===== config.mk =====
export PLATFORM = sky130hd
export DESIGN_NAME = uart_program_loader
export DESIGN_NICKNAME = d
export VERILOG_FILES = /design/src/rtl/cpu_pkg.sv /design/src/rtl/switch_edge_sync.sv /design/src/rtl/uart_program_loader.sv
export SDC_FILE = /design/constraint.sdc
export NUM_CORES = 1
export LEC_CHECK = 0
export CAP_MARGIN = 20
export CORE_UTILIZATION = 53
export CTS_CLUSTER_DIAMETER = 50
export DETAILED_ROUTE_END_ITERATION = 6
export PLACE_DENSITY = 0.79
export SYNTH_ARGS = -nofsm -noshare
export SYNTH_HDL_FRONTEND = slang
export SYNTH_HIERARCHICAL = 1
export SYNTH_SLANG_ARGS = --single-unit

===== constraint.sdc =====
create_clock -name CLK -period 4 [get_ports CLK]
set_clock_uncertainty 0.15 [all_clocks]
set_input_delay 1.2 -clock CLK [delete_from_list [all_inputs] [get_ports CLK]]
set_output_delay 1.2 -clock CLK [all_outputs]
set_load 0.01 [all_outputs]

===== src/rtl/cpu_pkg.sv =====
// Shared types for the boot/program-loader path of the pipelined core.
package cpu_pkg;
    typedef enum logic [1:0] {LD_IDLE, LD_LOAD, LD_RUN} loader_state_t;
    localparam int BYTES_PER_WORD = 4;
endpackage


===== src/rtl/switch_edge_sync.sv =====
// Synchronises a raw push-switch into CLK and emits a one-cycle pulse on its rising edge.
module switch_edge_sync #(
    parameter int SYNC_STAGES = 2
) (
    input  logic CLK,
    input  logic reset_n,
    input  logic sw,
    output logic edge_pulse
);
    logic [SYNC_STAGES-1:0] sync_reg;
    logic                   prev_reg;
    logic                   pulse_reg;

    // Pulse is registered so the event lands SYNC_STAGES+1 cycles after the input.
    always_ff @(posedge CLK or negedge reset_n) begin
        if (!reset_n) begin
            sync_reg  <= '0;
            prev_reg  <= 1'b0;
            pulse_reg <= 1'b0;
        end else begin
            sync_reg  <= {sync_reg[SYNC_STAGES-2:0], sw};
            prev_reg  <= sync_reg[SYNC_STAGES-1];
            pulse_reg <= sync_reg[SYNC_STAGES-1] & ~prev_reg;
        end
    end

    assign edge_pulse = pulse_reg;
endmodule


===== src/rtl/uart_program_loader.sv =====
// Boot sequencer: packs UART bytes into 32-bit words, writes instruction memory,
// then releases the pipeline with a flush pulse followed by run enable.
module uart_program_loader
    import cpu_pkg::*;
#(
    parameter int INST_MEM_WIDTH = 2,
    parameter int SYNC_STAGES    = 2
) (
    input  logic                      CLK,
    input  logic                      reset_n,
    input  logic [7:0]                rx_data,
    input  logic                      rx_valid,
    input  logic                      sw_start,
    input  logic                      sw_end,
    output logic                      imem_we,
    output logic [INST_MEM_WIDTH-1:0] imem_addr,
    output logic [31:0]               imem_wdata,
    output logic                      cpu_flush,
    output logic                      cpu_run,
    output logic [INST_MEM_WIDTH:0]   words_loaded,
    output logic [3:0]                status
);
    localparam int CAPACITY = 1 << INST_MEM_WIDTH;
    localparam logic [INST_MEM_WIDTH:0] LAST_WORD = (INST_MEM_WIDTH+1)'(CAPACITY - 1);
    localparam logic [INST_MEM_WIDTH:0] WORD_ONE  = (INST_MEM_WIDTH+1)'(1);
    localparam logic [1:0]              LAST_BYTE = 2'(BYTES_PER_WORD - 1);

    loader_state_t             state_reg;
    logic [1:0]                byte_cnt_reg;
    logic [INST_MEM_WIDTH:0]   word_cnt_reg;
    logic [23:0]               shift_reg;
    logic                      err_reg;
    logic                      full_reg;
    logic                      imem_we_reg;
    logic [INST_MEM_WIDTH-1:0] imem_addr_reg;
    logic [31:0]               imem_wdata_reg;
    logic                      cpu_flush_reg;
    logic                      cpu_run_reg;

    logic       start_ev;
    logic       end_ev;
    logic       word_done;
    logic       last_word;
    logic [1:0] byte_cnt_next;

    switch_edge_sync #(.SYNC_STAGES(SYNC_STAGES)) u_start_sync (
        .CLK(CLK), .reset_n(reset_n), .sw(sw_start), .edge_pulse(start_ev)
    );
    switch_edge_sync #(.SYNC_STAGES(SYNC_STAGES)) u_end_sync (
        .CLK(CLK), .reset_n(reset_n), .sw(sw_end), .edge_pulse(end_ev)
    );

    assign word_done     = rx_valid && (byte_cnt_reg == LAST_BYTE);
    assign last_word     = word_done && (word_cnt_reg == LAST_WORD);
    assign byte_cnt_next = rx_valid ? byte_cnt_reg + 2'd1 : byte_cnt_reg;

    always_ff @(posedge CLK or negedge reset_n) begin
        if (!reset_n) begin
            state_reg      <= LD_IDLE;
            byte_cnt_reg   <= '0;
            word_cnt_reg   <= '0;
            shift_reg      <= '0;
            err_reg        <= 1'b0;
            full_reg       <= 1'b0;
            imem_we_reg    <= 1'b0;
            imem_addr_reg  <= '0;
            imem_wdata_reg <= '0;
            cpu_flush_reg  <= 1'b0;
            cpu_run_reg    <= 1'b0;
        end else begin
            imem_we_reg   <= 1'b0;
            cpu_flush_reg <= 1'b0;
            case (state_reg)
                LD_IDLE, LD_RUN: begin
                    if (state_reg == LD_RUN) cpu_run_reg <= 1'b1;
                    if (start_ev) begin
                        state_reg    <= LD_LOAD;
                        byte_cnt_reg <= '0;
                        word_cnt_reg <= '0;
                        err_reg      <= 1'b0;
                        full_reg     <= 1'b0;
                        cpu_run_reg  <= 1'b0;
                    end
                end
                LD_LOAD: begin
                    if (start_ev && !end_ev) begin
                        byte_cnt_reg <= '0;
                        word_cnt_reg <= '0;
                        err_reg      <= 1'b0;
                        full_reg     <= 1'b0;
                    end else begin
                        if (rx_valid) begin
                            shift_reg    <= {shift_reg[15:0], rx_data};
                            byte_cnt_reg <= byte_cnt_next;
                        end
                        if (word_done) begin
                            imem_we_reg    <= 1'b1;
                            imem_addr_reg  <= word_cnt_reg[INST_MEM_WIDTH-1:0];
                            imem_wdata_reg <= {shift_reg, rx_data};
                            word_cnt_reg   <= word_cnt_reg + WORD_ONE;
                        end
                        // The write that fills memory and the RUN entry share one edge.
                        if (end_ev || last_word) begin
                            state_reg     <= LD_RUN;
                            full_reg      <= last_word;
                            err_reg       <= (byte_cnt_next != 2'd0);
                            cpu_flush_reg <= 1'b1;
                            cpu_run_reg   <= 1'b0;
                        end
                    end
                end
                default: state_reg <= LD_IDLE;
            endcase
        end
    end

    assign imem_we      = imem_we_reg;
    assign imem_addr    = imem_addr_reg;
    assign imem_wdata   = imem_wdata_reg;
    assign cpu_flush    = cpu_flush_reg;
    assign cpu_run      = cpu_run_reg;
    assign words_loaded = word_cnt_reg;
    assign status       = {err_reg, full_reg, state_reg == LD_LOAD, state_reg == LD_RUN};
endmodule


Yosys cells after proc, flatten, opt, wreduce, memory -nomap -nowiden
Index checks and enable logic that the tools add are counted.
{ "op_classes": {"add_sub_neg": 2, "n_reduce_logical": 16, "n_eq_ne": 11, "n_bitwise": 5, "n_mux": 31} }
{ "op_table": {"columns": ["operator", "count"], "rows": [
  ["$reduce_and A3 Y1", 6],
  ["$mux W1", 15],
  ["$mux W2", 7],
  ["$mux W3", 3],
  ["$pmux W2 S2", 2],
  ["$ne A3 B1 Y1 const B", 2],
  ["$ne A3 B2 Y1 const B", 2],
  ["$pmux W1 S2", 3],
  ["$pmux W3 S2", 1],
  ["$eq A2 B2 Y1 const B", 2],
  ["$ne A2 B1 Y1 const B", 2],
  ["$reduce_and A4 Y1", 1],
  ["$reduce_bool A2 Y1", 2],
  ["$add A3 B1 Y3 const B", 1],
  ["$eq A3 B2 Y1 const B", 1],
  ["$logic_and A1 B1 Y1", 3],
  ["$not A1 Y1", 3],
  ["$add A2 B1 Y2 const B", 1],
  ["$and A1 B1 Y1", 2],
  ["$eq A2 B1 Y1 const B", 1],
  ["$logic_not A2 Y1", 1],
  ["$ne A2 B2 Y1 const B", 1],
  ["$reduce_or A2 Y1", 1],
  ["$logic_not A1 Y1", 1],
  ["$logic_or A1 B1 Y1", 1]
]} }
{ "word_totals": {"input_bits": 13, "output_inout_bits": 44, "wordCells": 82, "register_bits": 78} }

Logic depth before layout (Yosys ltp)
{ "depth": {"word_depth": 7, "mapped_depth": 6, "ltp_nobuf": 5} }

Hierarchy
Netlist, hierarchy kept.
{ "by_module_without_submodules": {"columns": ["module", "cells_each", "seq_area_each_um2", "area_per_inst_um2", "n_inst"], "rows": [
  ["uart_program_loader", 179, 1751.7, 2844.0, 1],
  ["switch_edge_sync", 5, 100.1, 113.9, 2]
]} }

Least setup slack after synthesis
OpenSTA, ideal clock, no wires.
{ "synth_timing": {"path_kind": "input -> register", "start": "in rx_valid", "end": "reg imem_addr_reg[0], in the netlist imem_addr[0]", "path_slack_ps": 1466, "path_buffers": 3, "stages": 5, "arrival_time_ps": 2259, "setup_ps": 125, "required_time_ps": 3725, "path_cell_list": "clkbuf_1 -> and4_4 -> buf_6 -> buf_8 -> mux2_4"} }
{ "synth_between": {"elab_chain_cells": 2} }
{ "synth_rtl": {"columns": ["item", "line", "rtl"], "rows": [
  ["start, declared", "uart_program_loader.sv:12", "input logic rx_valid,"],
  ["$logic_and A1 B1 Y1", "uart_program_loader.sv:53", "assign word_done = rx_valid && (byte_cnt_reg == LAST_BYTE);"],
  ["$reduce_and A3 Y1 (no source line)", null, null],
  ["end signal, assigned", "uart_program_loader.sv:98", "imem_addr_reg <= word_cnt_reg[INST_MEM_WIDTH-1:0];"],
  ["end, declared", "uart_program_loader.sv:35", "logic [INST_MEM_WIDTH-1:0] imem_addr_reg;"]
]} }
Every way passes these cells.
A chain may end at the register's enable or synchronous reset.

Worst setup path in the final report
{ "layout_timing": {"start": "reg state_reg[0]", "end": "out status[0]"} }
{ "layout_between": {"elab_chain_cells": 1} }
{ "layout_rtl": {"columns": ["item", "line", "rtl"], "rows": [
  ["start, declared", "uart_program_loader.sv:28", "loader_state_t state_reg;"],
  ["start signal, assigned", "uart_program_loader.sv:59", "state_reg <= LD_IDLE;"],
  ["start signal, assigned", "uart_program_loader.sv:77", "state_reg <= LD_LOAD;"],
  ["start signal, assigned", "uart_program_loader.sv:104", "state_reg <= LD_RUN;"],
  ["$eq A2 B2 Y1", "uart_program_loader.sv:123", "assign status = {err_reg, full_reg, state_reg == LD_LOAD, state_reg == LD_RUN};"],
  ["end, declared", "uart_program_loader.sv:21", "output logic [3:0] status"]
]} }
Every way passes these cells.

==> run summary <==
CP peak stage delay: 0.57 ns
DRT Wirelength: 5150 um
Remaining antenna violation count: 0
Static Leak: 1.76 nW
Grt ovf: 0
Fin crit share: 0.736
Post-route insts no fill: 325
Fin crit period: 2.94 ns
RSZ-0062 raised after global routing: false
Register area share after synthesis: 0.635
Worst Hold Class: register to register
Share of cells above drive strength 1: 0.328
Power after layout: 2.75 mW
Antenna Cells: 0
Crit-path leading delay family: buffers and inverters
CTS Buf Count: 9
CTS Sinks: 78
Initial core utilization: 0.554
Commonest non-fill, non-tap cell in the layout: dfrtp_1
Fin. Hold Viols: 0
Power Dens Cells: 712 nW/um2
Slowest-stage cell, CP: clkdlybuf4s50_1
Crit path capture type: primary output
VDD IR-drop max: 370 uV
Cells on worst reg2reg path: 4
H-tree depth: 3
# setup viols final: 0
Max frequency: 340 MHz
Sum of negative setup slack: 0 ns
Vias/cell: 5.25
Routed wire per std cell: 15.9 um
Synth cell types: 34
Critical R2R Launch: state_reg[1]$_DFFE_PN0P_
Hold Path Depth: 0
Area delta synth->final: 25.8%
Initial antenna violation count: 0
Min-Delay Startpoint: u_end_sync/sync_reg[0]$_DFF_PN0_
DR pass1 iterations: 4
Port bufs: 56
Syn_nets: 205
Filler cell count: 398
Clock Latency Late Sink: 0.34 ns
Placed cells: 309
R2r endpoint: imem_wdata[4]$_DFFE_PN0P_
I/O Pins: 57
Dpl ws: 0.821 ns
Post-Syn Instances: 189
CP startpoint kind: register
Number of global-route vias before repair: 1763
Hpwl dp: 3310 um
Mean Syn Cell Area: 16.3 um2
Mapped Area: 3070 um2
Post_cts resized: 0
Final worst slack: 1.06 ns
Async set-reset flop share out of synthesis: 1.00
Slew @ Worst Pin: 0.947 ns
Worst EP required: 2.65 ns
Crit path DAT: 1.59 ns
WHS Endpoint: u_end_sync/sync_reg[1]$_DFF_PN0_
Reg2reg setup slack: 2.04 ns
Fin nets: 264
Die Y: 78.1 um
Max reg flops: 32
Run status: completed
DR iter-0 viols: 103
Post-CTS Hold Fix Bufs: 0
CTS tree: done
EDFF count, synth: 0
Gpl congestion: 0.805
Slew Limit Fails: 0
Crit path cell chain: nor2b_1 -> clkdlybuf4s50_1
Post-CTS setup buffers: 0
Crit path max fanout: 6
YS warnings: 6
Bufs on Longest Clock Path: 2
First-pass GRT wire length: 8690 um
Max_slew headroom: 0.369
Largest net degree at the start of global routing: 79
Most used DFF post-synth: dfrtp_1
Finished Core Util: 0.698
Max-Cap Viols: 0
Die width: 78.1 um
Synth Register Bits: 78
Vias: 1707
Setup CP Type: register to primary output
Most frequent cells in the layout: dfrtp_1, clkdlybuf4s50_1, mux2_2
Total GRT Usage: 0.193
Core outline area: 5540 um2
Row count: 27
Worst-path clk slew: 0.07 ns
DRC Markers: 0
Crit path buffers/inverters: 1
CTS Root Buffer Type: clkbuf_8
Die area: 6100 um2
==> cell families after synthesis <==
group           share of synthesized area
flops                               0.635
mux                                 0.239
simple gates                       0.0440
buf+inv                            0.0363
compound gates                     0.0330
fa+ha+maj                          0.0122
==> cells in the mapped netlist (2+ instances only) <==
| cell type | instances | area [um2] |
|---|---|---|
| dfrtp_1 | 78 | 1950 |
| mux2_2 | 47 | 529 |
| mux2_4 | 13 | 195 |
| inv_1 | 6 | 22.5 |
| buf_4 | 4 | 30.0 |
| a22o_1 | 3 | 26.3 |
| buf_6 | 3 | 33.8 |
| ha_1 | 3 | 37.5 |
| a21oi_1 | 2 | 10.0 |
| a22oi_1 | 2 | 15.0 |
| nand3_1 | 2 | 10.0 |
| nor2_1 | 2 | 7.51 |
| nor2b_4 | 2 | 27.5 |
| o21ai_0 | 2 | 10.0 |
==> worst max path at each step <==
| stage | startpoint | endpoint | slack (ns) | cells past startpoint |
|---|---|---|---|---|
| floorplan | rx_valid | imem_addr[0]$_DFFE_PN0P_ | 1.47 | 5 |
| global placement | rx_valid | imem_wdata[13]$_DFFE_PN0P_ | 0.86 | 3 |
| detailed placement | rx_valid | imem_wdata[6]$_DFFE_PN0P_ | 0.82 | 3 |
| CTS | state_reg[0]$_DFFE_PN0P_ | status[0] | 1.05 | 2 |
| global route | state_reg[0]$_DFFE_PN0P_ | status[0] | 0.96 | 2 |
| finish | state_reg[0]$_DFFE_PN0P_ | status[0] | 1.06 | 2 |
==> per-layer routing <==
metal | up-vias | routed length, um | share of wire | GRT usage
li1 | 788 | - | - | -
met1 | 872 | 2290 | 0.44 | 0.251
met2 | 36 | 2590 | 0.50 | 0.296
met3 | 11 | 173 | 0.034 | 0.0500
met4 | 0 | 107 | 0.021 | 0.106
met5 | - | 0 | 0 | 0
==> final cells by class <==
type                    instances  area, um2  share of cell area
clock buffers                  14        183              0.0473
multi-input cells              95       1010               0.261
flip-flops and latches         78       1950               0.505
clock inverters                 2       37.5             0.00971
well taps                      72       90.1              0.0233
inverters                       7       28.8             0.00745
repair buffers                 57        566               0.146
==> through the flow <==
stage,hold slack [ns],area [um2]
floorplan,0.181,3070
global placement,0.183,3640
detailed placement,0.185,3640
CTS,0.202,3860
global route,0.219,3860
finish,0.200,3860
==> worst reg2reg max path, cell delays in order (launching register included) <==
cell	delay, ns
dfrtp_1	0.40
nand2b_4	0.18
inv_4	0.10
and4_4	0.59
mux2_2	0.42
==> power by group <==
| part | switching (mW) | total, mW | internal [mW] |
|---|---|---|---|
| Combinational | 0.313 | 0.878 | 0.565 |
| Sequential | 0.181 | 1.25 | 1.07 |
| Clock | 0.265 | 0.622 | 0.357 |
| Total | 0.758 | 2.75 | 1.99 |
Power figures use the tool's default switching activity.
